==> src/rtl/dlat_bank_writer.sv <==
// Write sequencer for a bank of transparent D-latches sharing one data bus.
// Each accepted write runs data-setup, a single-row gate pulse, then data-hold.
module dlat_bank_writer #(
    parameter int DW        = 8,
    parameter int ROWS      = 16,
    parameter int AW        = 4,
    parameter int SETUP_CYC = 1,
    parameter int PULSE_CYC = 1,
    parameter int HOLD_CYC  = 1
) (
    input  logic            CLK,
    input  logic            RST,
    input  logic            in_valid,
    output logic            in_ready,
    input  logic [AW-1:0]   in_addr,
    input  logic [DW-1:0]   in_data,
    output logic [DW-1:0]   LAT_D,
    output logic [ROWS-1:0] LAT_EN,
    output logic            busy,
    output logic            done,
    output logic            err
);

    if (SETUP_CYC < 1 || PULSE_CYC < 1 || HOLD_CYC < 1 || ROWS > (1 << AW)) begin : g_param_check
        $error("dlat_bank_writer: phase lengths must be >= 1 and ROWS <= 2**AW");
    end

    localparam int MAX_CYC_SP = (SETUP_CYC > PULSE_CYC) ? SETUP_CYC : PULSE_CYC;
    localparam int MAX_CYC    = (MAX_CYC_SP > HOLD_CYC) ? MAX_CYC_SP : HOLD_CYC;
    localparam int CW         = $clog2(MAX_CYC + 1);
    localparam logic [AW:0] ROWS_W = (AW+1)'(ROWS);

    typedef enum logic [1:0] {IDLE, SETUP, PULSE, HOLD} state_t;

    state_t          r_state;
    logic [CW-1:0]   r_cnt;
    logic [AW-1:0]   r_addr;
    logic [DW-1:0]   r_lat_d;
    logic [ROWS-1:0] r_lat_en;
    logic            r_busy;
    logic            r_done;
    logic            r_err;

    logic            w_addr_ok;
    logic [ROWS-1:0] w_gate;

    assign w_addr_ok = ({1'b0, in_addr} < ROWS_W);
    assign w_gate    = ROWS'(1) << r_addr;

    // The counter is loaded with (phase length - 1) on entry; a phase ends when it reads zero.
    always_ff @(posedge CLK) begin
        if (RST) begin
            r_state  <= IDLE;
            r_cnt    <= '0;
            r_addr   <= '0;
            r_lat_d  <= '0;
            r_lat_en <= '0;
            r_busy   <= 1'b0;
            r_done   <= 1'b0;
            r_err    <= 1'b0;
        end else begin
            r_done <= 1'b0;
            r_err  <= 1'b0;
            case (r_state)
                IDLE: begin
                    if (in_valid) begin
                        if (w_addr_ok) begin
                            r_addr  <= in_addr;
                            r_lat_d <= in_data;
                            r_busy  <= 1'b1;
                            r_cnt   <= CW'(SETUP_CYC - 1);
                            r_state <= SETUP;
                        end else begin
                            r_err <= 1'b1;
                        end
                    end
                end
                SETUP: begin
                    if (r_cnt == '0) begin
                        r_lat_en <= w_gate;
                        r_cnt    <= CW'(PULSE_CYC - 1);
                        r_state  <= PULSE;
                    end else begin
                        r_cnt <= r_cnt - CW'(1);
                    end
                end
                PULSE: begin
                    if (r_cnt == '0) begin
                        r_lat_en <= '0;
                        r_cnt    <= CW'(HOLD_CYC - 1);
                        r_state  <= HOLD;
                    end else begin
                        r_cnt <= r_cnt - CW'(1);
                    end
                end
                HOLD: begin
                    if (r_cnt == '0) begin
                        r_busy  <= 1'b0;
                        r_done  <= 1'b1;
                        r_state <= IDLE;
                    end else begin
                        r_cnt <= r_cnt - CW'(1);
                    end
                end
                default: begin
                    r_lat_en <= '0;
                    r_busy   <= 1'b0;
                    r_state  <= IDLE;
                end
            endcase
        end
    end

    assign in_ready = (r_state == IDLE);
    assign LAT_D    = r_lat_d;
    assign LAT_EN   = r_lat_en;
    assign busy     = r_busy;
    assign done     = r_done;
    assign err      = r_err;

endmodule

==> config.mk <==
export PLATFORM = sky130hd
export DESIGN_NAME = dlat_bank_writer
export DESIGN_NICKNAME = d
export VERILOG_FILES = /design/src/rtl/dlat_bank_writer.sv
export SDC_FILE = /design/constraint.sdc
export NUM_CORES = 1
export LEC_CHECK = 0
export ABC_CLOCK_PERIOD_IN_PS = 1500
export CAP_MARGIN = 0
export CORE_MARGIN = 2
export CORE_UTILIZATION = 44
export CTS_BUF_LIST = sky130_fd_sc_hd__clkbuf_16
export DETAILED_ROUTE_END_ITERATION = 8
export GPL_TIMING_DRIVEN = 0
export PLACE_DENSITY = 0.77
export SYNTH_ARGS = -nofsm -noshare
export SYNTH_HDL_FRONTEND = slang
export SYNTH_SLANG_ARGS = --single-unit
==> constraint.sdc <==
create_clock -name CLK -period 1.5 [get_ports CLK]
set_input_delay 0.3 -clock CLK [delete_from_list [all_inputs] [get_ports CLK]]
set_output_delay 0.3 -clock CLK [all_outputs]
set_load 0.005 [all_outputs]
Word level (Yosys, flattened, before mapping)
Cells that the tools add are included.

Register bits: 33. Output and inout port bits: 28. Bits of input ports: 15. Logic and storage cells: 41.

Equality and inequality tests: 7. Reductions and logical operators: 9. Bitwise gates (word level): 1. Shift operators: 1. Add/subtract/negate cells: 1. Mux-type cells: 15.

Operators with widths (number): 16-bit 2-to-1 mux (2); 16-bit case mux with 2 select lines (1); 1-bit by 4-bit << shifter with 16-bit output (first input constant) (1); 2-bit 2-to-1 mux (4); 2-bit != test (second input constant) (4); 2-bit case mux with 4 select lines (1); 3-bit AND reduction (2); 1-bit 2-to-1 mux (5); 2-bit == test (second input constant) (2); 1-bit case mux with 2 select lines (2); 4-bit AND reduction (1); 2-bit nonzero test (2); 3-bit OR reduction (1); 2-bit by 1-bit == test with 1-bit output (second input constant) (1); 2-bit zero test (1); 2-bit AND reduction (1); 2-bit OR reduction (1); 1-bit inverter (1); 1-bit subtractor (second input constant) (1).

Depth between registers and ports, before layout
Gate-level depths: netlist (run 1).

Depth after elaboration: 3. Mapped depth: 6.

Worst setup path after synthesis (run 1)
Ideal clock, no wire load.

Path type: register -> register. From: register r_state[0]. To: register r_lat_en[11], in the netlist LAT_EN[11]. Data required time: 1.372 ns. Cell stages (with the launch flop): 7. Period minus slack after synthesis: 1.342 ns. Setup time: 0.128 ns. Slack: 0.158 ns. Data arrival time: 1.214 ns. Path through: dfxtp_1 > inv_1 > ha_1 > buf_4 > and2b_1 > nand3b_1 > o32ai_1.

Word-level cells in the longest chain between the ends: 3. Elaborated cells on any way between the ends: 7. Classes of those cells: eq/ne: 4; mux: 1; reduce/logical: 2.

Ends and longest elaborated chain: from (decl) (line 35) `state_t r_state;`; from (signal assigned) (line 53) `r_state <= IDLE;`; from (signal assigned) (line 72) `r_state <= SETUP;`; from (signal assigned) (line 82) `r_state <= PULSE;`; 2-bit by 1-bit == test with 1-bit output or 2-bit == test (tied branches) (line 64) `case (r_state)`; 2-bit != test (no source line) or 2-bit nonzero test (tied branches); 3-bit AND reduction (no source line); to (signal assigned) (line 80) `r_lat_en <= w_gate;`; to (decl) (line 39) `logic [ROWS-1:0] r_lat_en;`.

Several ways; a longest one is shown, not always the timed one. A chain may end at the register's enable or synchronous reset.

Worst setup path in the final report (run 1)
From: register r_lat_en[13], in the netlist LAT_EN[13]. To: output LAT_EN[13].

RTL lines: to (decl) (line 18) `output logic [ROWS-1:0] LAT_EN,`.

No word-level cell between the ends.

==> reports/metrics.yaml, run 1 <==
status: "finished, final reports clean"
antennaDiodeCount: 0
synth_commonest_cells: "dfxtp_1 (32), nand2_1 (27), inv_1 (19), o32ai_1 (16), a21oi_1 (13)"
r2r.worst_path.cells: 6
critPathArrivalTime_ps: 1130
worstPathCellList: "clkdlybuf4s50_1"
synth_area_leaders: "dfxtp_1 (52%), o32ai_1 (11%), nand2_1 (8.2%)"
antenna_found_initial: 0
syn_inst: 138
tritoncts: "built"
ys_seq_area_share_pct: 51.8
worst_pin_slew_ps: 525
io_buffers: 40
synth_edf_count: 0
crit_required_ps: 1200
maxCapViolCount: 0
final_nets: 205
crit_path_end_kind: "primary output"
powerDensity_nw_per_um2: 1660
final_util_pct: 69.6
period_share_pct: 95.1
clock_latency_ps: 280
synth.distinct_cells: 22
drive_gt1_share_pct: 14.9
path_buf_inv: 1
ys_seq_elements: 32
seq_area_um2: 646
r2r_slack_ps: 100
max_stage_delay_ps: 510
initialDrtViolationCount: 31
synthFlopType: "dfxtp_1"
vias: 1118
power.leakage_uw: 0.000668
start_util_pct: 45.7
numCtsBuffers: 5
firstDrtPassIters: 4
synthesis.area_um2: 1240
overflow: 0
irDropWorstVdd_mv: 1.27
grt_pass1_vias: 1091
viasPerCell: 5.11
place_hpwl_um: 2030
worstSetupPathType: "reg -> out"
grt_start_max_net_pins: 11
ant_nets: 0
die_y_um: 57.0
layout_min_cycle_time_ps: 1430
ioPinCount: 43
holdBufCountCts: 0
rsz0062_at_grt: "no"
worstPathMaxFanout: 2
synth_most_common_cell: "dfxtp_1"
multi_input_area_um2: 524
reg2reg_to: "LAT_EN[5]"
clock-sinks: 32
dp_cells: 209
synth_top_area_share_pct: 51.8
routed_wl_um: 2780
hold_path.class: "in -> reg"
fmax_mhz: 701
clockRootBuffer: "clkbuf_16"
finalHoldViolCount: 0
fill_cells: 239
async_reset_ff_share_pct: 0
setup_viol: 0
cp-start-kind: "flip-flop"
die_x_um: 57.0
std_cell_rows: 19
clock_skew_ps: 2.88
core_area_um2: 2710
path_clk_slew_ps: 50
yosys.area.top_type: "dfxtp_1"
hold_end: "LAT_EN[0]"
crit_slowest_cell: "clkdlybuf4s50_1"
grt_pass1_wl_um: 4790
grtUsageTotal_pct: 19.4
htreeDepth: 2
synth_fp_nets: 156
slew_headroom_pct: 65.0
slew_violations: 0
wire_per_inst_um: 12.7
hold_depth: 2
synth_warnings: 0
avgSynthCellArea_um2: 8.97
hp-start: "RST"
cp_top_family: "buffers and inverters"
die_area_um2: 3250
reg2reg_from: "r_state[0]"
area_growth_pct: 52.4
clockBufferDepth: 2
gp_congestion: 0.745
drc: 0
layout.cells.non_filler: 219
placed cells by master (no fill, tap or decap), drive strengths merged:
| cell type | instances |
|---|---|
| dfxtp | 32 |
| ha | 3 |
| a21oi | 13 |
| dlygate4sd2 | 1 |
| nor2 | 5 |
| and2b | 1 |
| or3 | 1 |
| a211oi | 1 |
| inv | 21 |
| clkdlybuf4s50 | 39 |
| o32ai | 16 |
| clkbuf | 8 |
| and2 | 1 |
| nand3b | 3 |
| or3b | 2 |
| nor2b | 1 |
| nand2 | 27 |
| o21ai | 1 |
| buf | 8 |
| conb | 1 |
| clkinv | 1 |
| mux2i | 1 |
| nand3 | 1 |
sequential cells by signal (all words and copies together), names as in the netlist:
register / cells
LAT_EN: 16
r_state: 2
busy: 1
LAT_D: 8
r_addr: 4
done: 1
power breakdown:
group	total (uW)	switching [uW]	internal, uW	leakage [uW]
Sequential	1080	89.9	995	0.000261
Combinational	1110	564	550	0.000333
Clock	928	334	594	0.0000738
logic make-up (layout without fill, tap and decap cells):
family,count (synthesis),count (layout),share of synthesized area (%)
AOI/OAI and AO/OA,31,31,17.6
and+or+nand+nor,42,42,16.3
muxes,1,1,0.809
adders and majority gates,3,3,3.03
DFF,32,32,51.8
buffers and inverters,28,78,10.2
other,1,1,0.303
through the flow:
stage	cell area (um2)	hold slack [ps]	total power [uW]	worst slack [ps]	setup TNS [ps]
2_1_floorplan	1240	436	1680	158	0
3_3_place_gp	1680	443	2030	16.9	0
3_5_place_dp	1680	450	2060	0.716	0
4_1_cts	1840	248	3070	-9.89	-19.6
5_1_grt	1890	257	3340	18.5	0
6_report	1890	248	3130	73.4	0
worst max-delay path by stage:
stage | cells past startpoint | slack (ps) | from | to
detailed placement | 6 | 0.7 | r_state[1] | LAT_EN[11]
global route | 6 | 20 | r_state[0] | LAT_EN[5]
finish | 1 | 70 | LAT_EN[13] | LAT_EN[13]
floorplan | 6 | 160 | r_state[0] | LAT_EN[11]
global placement | 6 | 20 | r_state[0] | LAT_EN[11]
CTS | 6 | -10 | r_state[0] | LAT_EN[10]
per-layer routing:
layer / wire length, um / global-route usage [%]
met4: 38 / 6.98
met2: 1390 / 33.7
met3: 221 / 9.52
met5: 0 / 0
met1: 1130 / 20.3
final cells by class:
cell class / count / area share (%)
buffer: 8 / 2.52
timing repair buffer: 43 / 22.4
clock buffer: 5 / 6.64
multi-input combinational: 78 / 27.8
inverter: 19 / 3.78
tap: 31 / 2.06
sequential: 32 / 34.2
clock inverter: 3 / 0.597
repair_timing:
action	CTS	global route
pin swaps	1	1
endpoints found under the hold margin	0	0
buffers inserted	1	2
gates resized for setup	7	8
setup endpoints to repair	9	13
Note: power is estimated with default switching activity, not from simulation.
==> run 2, diff against run 1 <==
--- a/config.mk
+++ b/config.mk
@@ -7,12 +7,14 @@
 export LEC_CHECK = 0
 export ABC_CLOCK_PERIOD_IN_PS = 1500
 export CAP_MARGIN = 0
-export CORE_MARGIN = 2
-export CORE_UTILIZATION = 44
+export CORE_MARGIN = 10
+export CORE_UTILIZATION = 59
 export CTS_BUF_LIST = sky130_fd_sc_hd__clkbuf_16
 export DETAILED_ROUTE_END_ITERATION = 8
+export DONT_BUFFER_PORTS = 1
 export GPL_TIMING_DRIVEN = 0
-export PLACE_DENSITY = 0.77
+export MAX_ROUTING_LAYER = met4
+export PLACE_DENSITY = 0.74
 export SYNTH_ARGS = -nofsm -noshare
 export SYNTH_HDL_FRONTEND = slang
 export SYNTH_SLANG_ARGS = --single-unit
==> reports/metrics.yaml, run 2 (synthesis results as in run 1) <==
path_buf_inv: 2  # +1
die_area_um2: 4330  # +33%
clockBufferDepth: 2  # unchanged
firstDrtPassIters: 7  # +3
max_stage_delay_ps: 340  # -170 ps
setup_viol: 0  # unchanged
final_cell_mix: "dfxtp_1 (30), nand2_1 (27), inv_1 (20)"
die_y_um: 65.8  # +15%
final_util_pct: 74.7  # +5.1 points
powerDensity_nw_per_um2: 2040  # +23%
holdBufCountCts: 0  # unchanged
fmax_mhz: 683  # -2.5%
swShare_pct: 33.1  # +1.5 points
antennaDiodeCount: 0  # unchanged
place_area_um2: 1270  # -24%
area_growth_pct: 19.6
crit_path_end_kind: "flip-flop"
p_int_uw: 2020  # -5.4%
period_share_pct: 97.6  # +2.5 points
maxCapViolCount: 0  # unchanged
drc: 0  # unchanged
finalHoldViolCount: 0  # unchanged
final_common_cell: "dfxtp_1"
clock-sinks: 32  # unchanged
pwr-share-seq_pct: 36.8  # +2.1 points
worstPathCellList: "inv_1, ha_4, buf_6, and2b_2, nand3b_1, o32ai_1"
final_nets: 166  # -19%
start_util_pct: 62.4  # +17 points
critPathArrivalTime_ps: 1640  # +510 ps
irDropWorstVdd_mv: 1.37  # +7.3%
hold_slack_ps: 158  # -89.8 ps
worstPathMaxFanout: 6  # +4
routed_wl_um: 3100  # +11%
grt_pass1_wl_um: 4540  # -5.2%
hold_path.class: "in -> reg"
clock_skew_ps: 4.89  # +2.01 ps
clock_latency_ps: 270  # about the same
tritoncts: "built"
power.leakage_uw: 0.000528  # -21%
antenna_found_initial: 0  # unchanged
rsz0062_at_grt: "no"
switching_power_uw: 1000  # +1.2%
worstSetupPathType: "reg -> reg"
core_area_um2: 1980  # -27%
dp_cells: 165  # -21%
drive_gt1_share_pct: 17.4  # +2.6 points
overflow: 0  # unchanged
grt_start_max_net_pins: 11  # unchanged
slew_violations: 0  # unchanged
final_area_um2: 1480  # -21%
finalWorstSetupSlack_ps: 36.3  # -37.1 ps
ioPinCount: 43  # unchanged
htreeDepth: 2  # unchanged
gp_congestion: 0.738  # -0.91%
dpl_worst_slack_ps: -6.22  # -6.93 ps
cp_top_family: "simple AND/OR/NAND/NOR gates"
worst_pin_slew_ps: 518  # -6.87 ps
clkPwrFrac_pct: 30.5  # +0.8 points
grt_pass1_vias: 903  # -17%
cp-start-kind: "flip-flop"
numCtsBuffers: 5  # unchanged
viasPerCell: 5.68  # +11%
status: "finished, final reports clean"
clockRootBuffer: "clkbuf_16"
path_clk_slew_ps: 50  # about the same
layout.cells.non_filler: 176  # -20%
layout_min_cycle_time_ps: 1460  # +37.1 ps
initialDrtViolationCount: 48  # +55%
ant_nets: 0  # unchanged
combPwrFrac_pct: 32.6  # -3.0 points
io_buffers: 0  # -100%
largest_reg_flops: 16  # unchanged
vias: 999  # -11%
die_x_um: 65.8  # +15%
place_hpwl_um: 2080  # +2.6%
wire_per_inst_um: 17.6  # +39%
crit_slowest_cell: "dfxtp_2"
std_cell_rows: 16  # -3
slew_headroom_pct: 65.5  # +0.46 points
grtUsageTotal_pct: 14.0  # -5.4 points
crit_required_ps: 1670  # +470 ps
## run 2: power by group through the flow
stage	combinational, uW	sequential [uW]	clock, uW
floorplan	596	1080	0
global placement	705	1110	0
detailed placement	730	1120	0
CTS	742	1100	923
global route	1080	1130	956
finish	986	1110	923
## run 2: worst paths after layout
| path | startpoint | endpoint | slack, ps | depth (start not counted) |
|---|---|---|---|---|
| setup / recovery | r_state[0] | LAT_EN[8] | 40 | 6 |
| hold reg to reg | LAT_D[1] | LAT_D[1] | 480 | 2 |
| setup reg to reg | r_state[0] | LAT_EN[8] | 40 | 6 |
| hold / removal | in_data[6] | LAT_D[6] | 160 | 2 |
## run 2: layout make-up
| class | count | area [um2] |
|---|---|---|
| multi-input combinational | 78 | 512 |
| buffer | 9 | 58.8 |
| tap | 27 | 33.8 |
| inverter | 19 | 71.3 |
| sequential | 32 | 646 |
| clock inverter | 3 | 11.3 |
| clock buffer | 5 | 125 |
| timing repair buffer | 3 | 22.5 |
| fill | 135 | 502 |
## run 2: per-stage QoR
step / setup TNS (ps) / power (uW)
floorplan: 0 / 1680
global placement: 0 / 1810
detailed placement: -6.22 / 1850
CTS: -8.10 / 2770
global route: 0 / 3170
finish: 0 / 3020
## run 2: per-layer routing
metal,part of all wire (%),routed length [um],global-route usage (%)
met5,0,0,-
met4,1.1,34,4.81
met3,9.8,302,6.61
met2,54,1670,22.6
met1,35,1090,14.7
## run 2: what timing repair did
action / 4_1_cts / 5_1_grt
pin swaps: 0 / 3
buffers inserted: 0 / 3
gates resized for setup: 1 / 10
hold endpoints to repair: 0 / 0
endpoints found under the setup margin: 1 / 16
gates cloned: 0 / 0
==> run 3, diff against run 2 <==
--- a/config.mk
+++ b/config.mk
@@ -10,6 +10,7 @@
 export CORE_MARGIN = 10
 export CORE_UTILIZATION = 59
 export CTS_BUF_LIST = sky130_fd_sc_hd__clkbuf_16
+export CTS_CLUSTER_DIAMETER = 150
 export DETAILED_ROUTE_END_ITERATION = 8
 export DONT_BUFFER_PORTS = 1
 export GPL_TIMING_DRIVEN = 0
==> results of run 3 <==
Same layout as run 2: the final DEF is identical, and so are final timing and power.
